`config.mk`:
```
export PLATFORM = sky130hd
export DESIGN_NAME = piso_shift_register_flat
export DESIGN_NICKNAME = d
export VERILOG_FILES = /design/src/rtl/piso_shift_register_if.sv /design/src/rtl/piso_shift_register.sv /design/src/flat_wrapper.sv
export SDC_FILE = /design/constraint.sdc
export NUM_CORES = 1
export LEC_CHECK = 0
export BUFFER_PORTS_ARGS = -buffer_cell sky130_fd_sc_hd__clkbuf_2
export CAP_MARGIN = 5
export CORE_UTILIZATION = 45
export CTS_BUF_LIST = sky130_fd_sc_hd__clkbuf_2 sky130_fd_sc_hd__clkbuf_4 sky130_fd_sc_hd__clkbuf_8
export DETAILED_ROUTE_END_ITERATION = 16
export PLACE_DENSITY = 0.72
export REMOVE_ABC_BUFFERS = 1
export SLEW_MARGIN = 5
export SYNTH_ARGS = -nofsm -noshare
export SYNTH_HDL_FRONTEND = slang
export SYNTH_SLANG_ARGS = --single-unit
```
`constraint.sdc`:
```
create_clock -name clk -period 1.7 [get_ports clk]
set_input_delay 0.17 -clock clk [delete_from_list [all_inputs] [get_ports clk]]
set_output_delay 0.17 -clock clk [all_outputs]
set_load 0.01 [all_outputs]
```
`src/rtl/piso_shift_register_if.sv`:
```
// Load handshake and serial output bundle for the PISO transmitter.
// The master drives words in; the slave (the shifter) drives the serial side.
interface piso_shift_register_if #(
  parameter int WIDTH = 8
);
  logic [WIDTH-1:0] din;
  logic             load_valid;
  logic             load_ready;
  logic             sdo;
  logic             sdo_valid;
  logic             done;
  logic             busy;

  modport master (
    output din,
    output load_valid,
    input  load_ready,
    input  sdo,
    input  sdo_valid,
    input  done,
    input  busy
  );

  modport slave (
    input  din,
    input  load_valid,
    output load_ready,
    output sdo,
    output sdo_valid,
    output done,
    output busy
  );
endinterface

```
`src/rtl/piso_shift_register.sv`:
```
// Parallel-in / serial-out transmitter with a valid/ready load handshake.
// A word occupies exactly WIDTH consecutive sdo_valid cycles. A new word can
// be accepted on the last bit of the current one, so back-to-back words leave
// no gap. All outputs come from registered state; load_ready is also gated by
// rst_n so nothing is accepted while reset is asserted.
module piso_shift_register #(
  parameter int WIDTH     = 8,
  parameter bit MSB_FIRST = 1'b1
) (
  input  logic                 clk,
  input  logic                 rst_n,
  piso_shift_register_if.slave bus
);

  localparam int               CNT_W    = $clog2(WIDTH);
  localparam logic [CNT_W-1:0] CNT_LAST = CNT_W'(WIDTH - 1);
  localparam logic [CNT_W-1:0] CNT_ONE  = CNT_W'(1);

  typedef enum logic {
    IDLE  = 1'b0,
    SHIFT = 1'b1
  } state_t;

  state_t           state_q;
  state_t           state_d;
  logic [WIDTH-1:0] shreg_q;
  logic [CNT_W-1:0] count_q;   // bits remaining in the word, minus one
  logic             last_bit;
  logic             ready;
  logic             accept;
  logic             load_word;
  logic             shift_en;

  // Advance the register by one bit toward the output end, zero filling.
  function automatic logic [WIDTH-1:0] shift_one(input logic [WIDTH-1:0] v);
    if (MSB_FIRST) begin
      return {v[WIDTH-2:0], 1'b0};
    end else begin
      return {1'b0, v[WIDTH-1:1]};
    end
  endfunction

  // Bit currently presented at the output end of the register.
  function automatic logic out_bit(input logic [WIDTH-1:0] v);
    if (MSB_FIRST) begin
      return v[WIDTH-1];
    end else begin
      return v[0];
    end
  endfunction

  assign last_bit = (count_q == '0);
  assign ready    = rst_n & ((state_q == IDLE) | ((state_q == SHIFT) & last_bit));
  assign accept   = bus.load_valid & ready;

  assign bus.load_ready = ready;
  assign bus.busy       = (state_q == SHIFT);
  assign bus.sdo_valid  = (state_q == SHIFT);
  assign bus.done       = (state_q == SHIFT) & last_bit;
  assign bus.sdo        = (state_q == SHIFT) & out_bit(shreg_q);

  // State register; reset abandons any word in flight.
  always_ff @(posedge clk or negedge rst_n) begin
    if (!rst_n) begin
      state_q <= IDLE;
    end else begin
      state_q <= state_d;
    end
  end

  // Next state and datapath controls: load on accept, otherwise shift mid-word.
  always_comb begin
    state_d   = state_q;
    load_word = 1'b0;
    shift_en  = 1'b0;
    case (state_q)
      IDLE: begin
        if (accept) begin
          load_word = 1'b1;
          state_d   = SHIFT;
        end
      end
      SHIFT: begin
        if (!last_bit) begin
          shift_en = 1'b1;
        end else if (accept) begin
          load_word = 1'b1;
        end else begin
          state_d = IDLE;
        end
      end
      default: begin
        state_d = IDLE;
      end
    endcase
  end

  // Shift register and remaining-bit counter.
  always_ff @(posedge clk or negedge rst_n) begin
    if (!rst_n) begin
      shreg_q <= '0;
      count_q <= '0;
    end else if (load_word) begin
      shreg_q <= bus.din;
      count_q <= CNT_LAST;
    end else if (shift_en) begin
      shreg_q <= shift_one(shreg_q);
      count_q <= count_q - CNT_ONE;
    end
  end

endmodule

```
`src/flat_wrapper.sv`:
```
// flat-port wrapper written by rule: the top's interface ports become plain ports
module piso_shift_register_flat 
#(
  parameter int WIDTH     = 8,
  parameter bit MSB_FIRST = 1'b1
)
  (clk, rst_n, bus_din, bus_load_valid, bus_load_ready, bus_sdo, bus_sdo_valid, bus_done, bus_busy);
  piso_shift_register_if #(.WIDTH(WIDTH)) bus_i ();
  input  logic clk;
  input  logic rst_n;
  input wire logic [$bits(bus_i.din)-1:0] bus_din;
  input wire logic [$bits(bus_i.load_valid)-1:0] bus_load_valid;
  output wire logic [$bits(bus_i.load_ready)-1:0] bus_load_ready;
  output wire logic [$bits(bus_i.sdo)-1:0] bus_sdo;
  output wire logic [$bits(bus_i.sdo_valid)-1:0] bus_sdo_valid;
  output wire logic [$bits(bus_i.done)-1:0] bus_done;
  output wire logic [$bits(bus_i.busy)-1:0] bus_busy;
  assign bus_i.din = bus_din;
  assign bus_i.load_valid = bus_load_valid;
  assign bus_load_ready = bus_i.load_ready;
  assign bus_sdo = bus_i.sdo;
  assign bus_sdo_valid = bus_i.sdo_valid;
  assign bus_done = bus_i.done;
  assign bus_busy = bus_i.busy;
  piso_shift_register #(.WIDTH(WIDTH), .MSB_FIRST(MSB_FIRST)) u_core (.clk(clk), .rst_n(rst_n), .bus(bus_i));
endmodule
```
Yosys cells after proc, flatten, opt, wreduce, memory -nomap -nowiden

Cells that the tools add are included.

Register bits: 12
Bits in read-only memories: 0
Output and inout port bits: 5
Memories kept: 0
Bits in writable memories: 0
Logic and storage cells: 23
Latch bits: 0

Order comparisons: 0
Equal/unequal tests: 0
Multiplexer cells: 11
Multipliers: 0
Add/subtract/negate cells: 1
Div/mod/pow operators: 0
Reduce and logical (&&, ||, !) cells: 2
Shift-type cells: 0
Bitwise logic cells: 6

Operators with widths:

| cell                | count |
|---|---|
| $mux 8              | 2 |
| $mux 3              | 2 |
| $mux 1              | 5 |
| $and 1x1->1         | 4 |
| $pmux 1 s2          | 2 |
| $logic_not 3->1     | 1 |
| $sub 3x1->3 const B | 1 |
| $reduce_bool 2->1   | 1 |
| $not 1->1           | 1 |
| $or 1x1->1          | 1 |

Depth between registers and ports, before layout

Depth after elaboration: 9
Depth in mapped cells: 6
Depth with buffers taken out: 5

Worst setup path after synthesis

Ideal clock, no wire load.

Path kind: flip-flop to output port
Start: register u_core.count_q[0]
End: output bus_load_ready
Data arrival time: 1.091 ns
Setup slack: 0.439 ns
Path buffers: 0
Stages on the path, launching flop included: 6
Path through: dfrtp_1 > inv_1 > ha_1 > nand2b_4 > and2_4 > and2b_1

Longest elaborated chain between the ends: 4

Ends and longest elaborated chain:

| what                   | RTL line                   | text |
|---|---|---|
| start, declared        | piso_shift_register.sv:27  | `logic [CNT_W-1:0] count_q;` |
| start signal, assigned | piso_shift_register.sv:108 | `count_q <= count_q - CNT_ONE;` |
| $logic_not 3->1        | piso_shift_register.sv:52  | `assign last_bit = (count_q == '0);` |
| $and 1x1->1            | piso_shift_register.sv:53  | `assign ready = rst_n & ((state_q == IDLE) \| ((state_q == SHIFT) & last_bit));` |
| $or 1x1->1             | piso_shift_register.sv:53  |  |
| $and 1x1->1            | piso_shift_register.sv:53  |  |
| end, declared          | flat_wrapper.sv:13         | `output wire logic [$bits(bus_i.load_ready)-1:0] bus_load_ready;` |

No other way between the ends.

Worst setup path in the final report

Same ends and word-level chain as after synthesis.

==> impl_metrics.yaml <==
logic_synthesis:
  synth-simple-area-share_pct: 16.10
  ys_ff_latch: 12
  synthCells: 60
  synth_flop_cell: "dfrtp_1"
  synth_top_area_share_pct: 47.71
  yosys.cell_types.count: 22
  ys_seq_area_share_pct: 47.71
  ys_async_sr_fraction_pct: 100.0
  synth_edf_count: 0
  synth-compound-area-share_pct: 13.72
  syn_avg_cell_area_um2: 10.49
  synth_xor_area_share_pct: 0
  yosysWarnings: 0
  yosys-top-cells-area: "dfrtp_1 48%, mux2i_1 11%, nand3_1 6.4%"
  synthMuxAreaShare_pct: 11.13
  synth_top_area_cell: "dfrtp_1"
  syn_area_um2: 629.4
  synth_fa_ha_area_share_pct: 3.976
  synth_top_family_by_area: "simple AND/OR/NAND/NOR gates"
timing:
  worstMarginPinSlew_ns: 0.4116
  fin_crit_sh_pct: 92.93
  setup_viol: 0
  clock_skew_ns: 0.006457
  slew_viol_final: 0
  maxSlewHeadroom_pct: 72.56
  fmax_ghz: 0.6330
  holdWs_ns: 0.1607
  rsz0062_at_grt: "no"
  finalHoldViolations: 0
  setup_tns_ns: 0
  min_period_ns: 1.580
clock_tree:
  cts_max_level: 1
  clock_path_buffers: 2
  clock_latency_ns: 0.26
  clockRootBuffer: "clkbuf_4"
  cts_buffers: 3
  cts_tree: "yes"
  cts_sinks: 12
  clk_pin_slew_ns: 0.06
critical_path:
  arrival_ns: 1.41
  rr_endpoint: "u_core.count_q[1]"
  start_kind: "register"
  path_class: "register to primary output"
  rr_startpoint: "u_core.count_q[0]"
  setup.worst_path.end_class: "primary output"
  ff2ff_setup_slack_ns: 0.42
  rr_worst_depth: 6
  cp_max_fo: 5
  cp.required_ns: 1.53
finish:
  final_common_cell: "clkbuf_2"
  syn_to_final_growth_pct: 23.66
  nNetsFinal: 96
  num-fill-cells: 126
  drive_gt1_share_pct: 37.04
  final_cell_mix: "15 x clkbuf_2, 12 x dfrtp_1, 8 x nand3_1"
  antenna_cells: 0
route:
  dr.pass1.iters: 10
  wl_mm: 1.128
  drt.antenna.violating_nets: 0
  post_drt_wl_per_cell_um: 11.75
  avgViaCountPerCell: 5.208
  routed-via-count: 500
  drcViolationCount: 2
  initialDrtViolationCount: 13
die:
  rows: 13
  core_area_mm2: 0.001301
  die_area_mm2: 0.001552
  die_h_um: 39.40
  initial_core_util_pct: 48.37
  ioPinCount: 16
  die_w_um: 39.40
global_routing:
  grt_pass1_wl_mm: 1.697
  grt_max_degree: 17
  overflow: 0
  grt_usage_pct: 16.99
  grt_pass1_vias: 397
  antenna_found_initial: 0
status:
  outcome: "finished with violations"
  violations: "design-rule violations"
place:
  dp_hpwl_um: 790.2
  numPortBuffers: 15
  gp_routability_congestion: 0.7171
min_path:
  hold_class: "primary input to register"
  hold_depth: 3
  hold_start: "bus_din[0]"
  min_to: "u_core.shreg_q[0]"
pwr:
  powerDensity_mw_per_mm2: 1538
  ir_drop_uv: 839.4
  leakage_nw: 0.4066
flow_run:
  drv_cap: 0
final cells by class:
type	instances	area [µm²]	share of cell area, %
clock buffers	3	22.52	2.894
multi-input cells	41	295.3	37.94
repair buffers	22	130.1	16.72
flip-flops and latches	12	300.3	38.59
well taps	15	18.77	2.412
inverters	3	11.26	1.447
Yosys cell counts, drive strengths merged, types with 2 or more instances:
| master | instances |
|---|---|
| o21ai | 8 |
| a21oi | 4 |
| buf | 4 |
| nand2 | 2 |
| dfrtp | 12 |
| and2 | 2 |
| ha | 2 |
| nand3 | 8 |
| nand2b | 2 |
| a221oi | 2 |
| inv | 3 |
| mux2i | 7 |
worst max-delay path: stages, from the launching register on:
cell and delay (ns):
dfrtp_1 0.40, inv_2 0.08, ha_4 0.15, nand2b_4 0.07, and2_4 0.16, and2b_1 0.18, clkbuf_2 0.12
how the worst max path moves through the flow:
stage	slack [ns]	depth (start not counted)	endpoint	start
5_1_grt	0.04	6	bus_load_ready	u_core.count_q[1]
6_report	0.12	6	bus_load_ready	u_core.count_q[0]
3_5_place_dp	0.18	6	bus_load_ready	u_core.count_q[0]
3_3_place_gp	0.23	6	bus_load_ready	u_core.count_q[0]
4_1_cts	0.05	6	bus_load_ready	u_core.count_q[0]
2_1_floorplan	0.35	5	bus_load_ready	u_core.count_q[0]
routing by layer:
| layer | vias to the layer above | global-route usage, % | wire (µm) |
|---|---|---|---|
| met5 | - | 0 | 0 |
| li1 | 255 | - | - |
| met3 | 2 | 8.523 | 64 |
| met1 | 233 | 24.46 | 557 |
| met2 | 10 | 21.67 | 497 |
| met4 | 0 | 5.172 | 8 |
sequential cells by signal (all words and copies together) (netlist names):
| signal | cells |
|---|---|
| u_core.bus.busy | 1 |
| u_core.shreg_q | 8 |
| u_core.count_q | 3 |
where the power goes:
group | internal [W] | switching (W) | total [W]
sequential | 0.000394 | 0.000101 | 0.000495
clock | 0.0000816 | 0.0000784 | 0.000160
combinational | 0.000278 | 0.000264 | 0.000542
cell families (layout without fill, tap and decap cells):
kind of cell    count (synthesis)  in the layout
simple gates                   17             17
compound gates                 15             15
flops                          12             12
mux                             7              7
buf+inv                         7             28
fa+ha+maj                       2              2
repair_timing:
item | 4_1_cts | 5_1_grt
endpoints found under the setup margin | 1 | 1
buffers inserted | 1 | 4
hold buffers | 1 | 0
pin swaps | 1 | 0
endpoints found under the hold margin | 12 | 0
resized for setup | 4 | 0
stage by stage:
step / utilization, % / instances / cell area (µm²) / total power [W] / setup slack, ns
after detailed placement: 53.46 / 87 / 695.7 / 0.0009640 / 0.1754
after CTS: 57.50 / 92 / 748.2 / 0.001186 / 0.04701
after global placement: 53.46 / 87 / 695.7 / 0.0009461 / 0.2265
final: 59.81 / 96 / 778.2 / 0.001197 / 0.1202
after floorplan: - / 56 / 594.3 / 0.0008163 / 0.3530
after global routing: 59.81 / 96 / 778.2 / 0.001308 / 0.04019
Power figures use the tool's default switching activity.
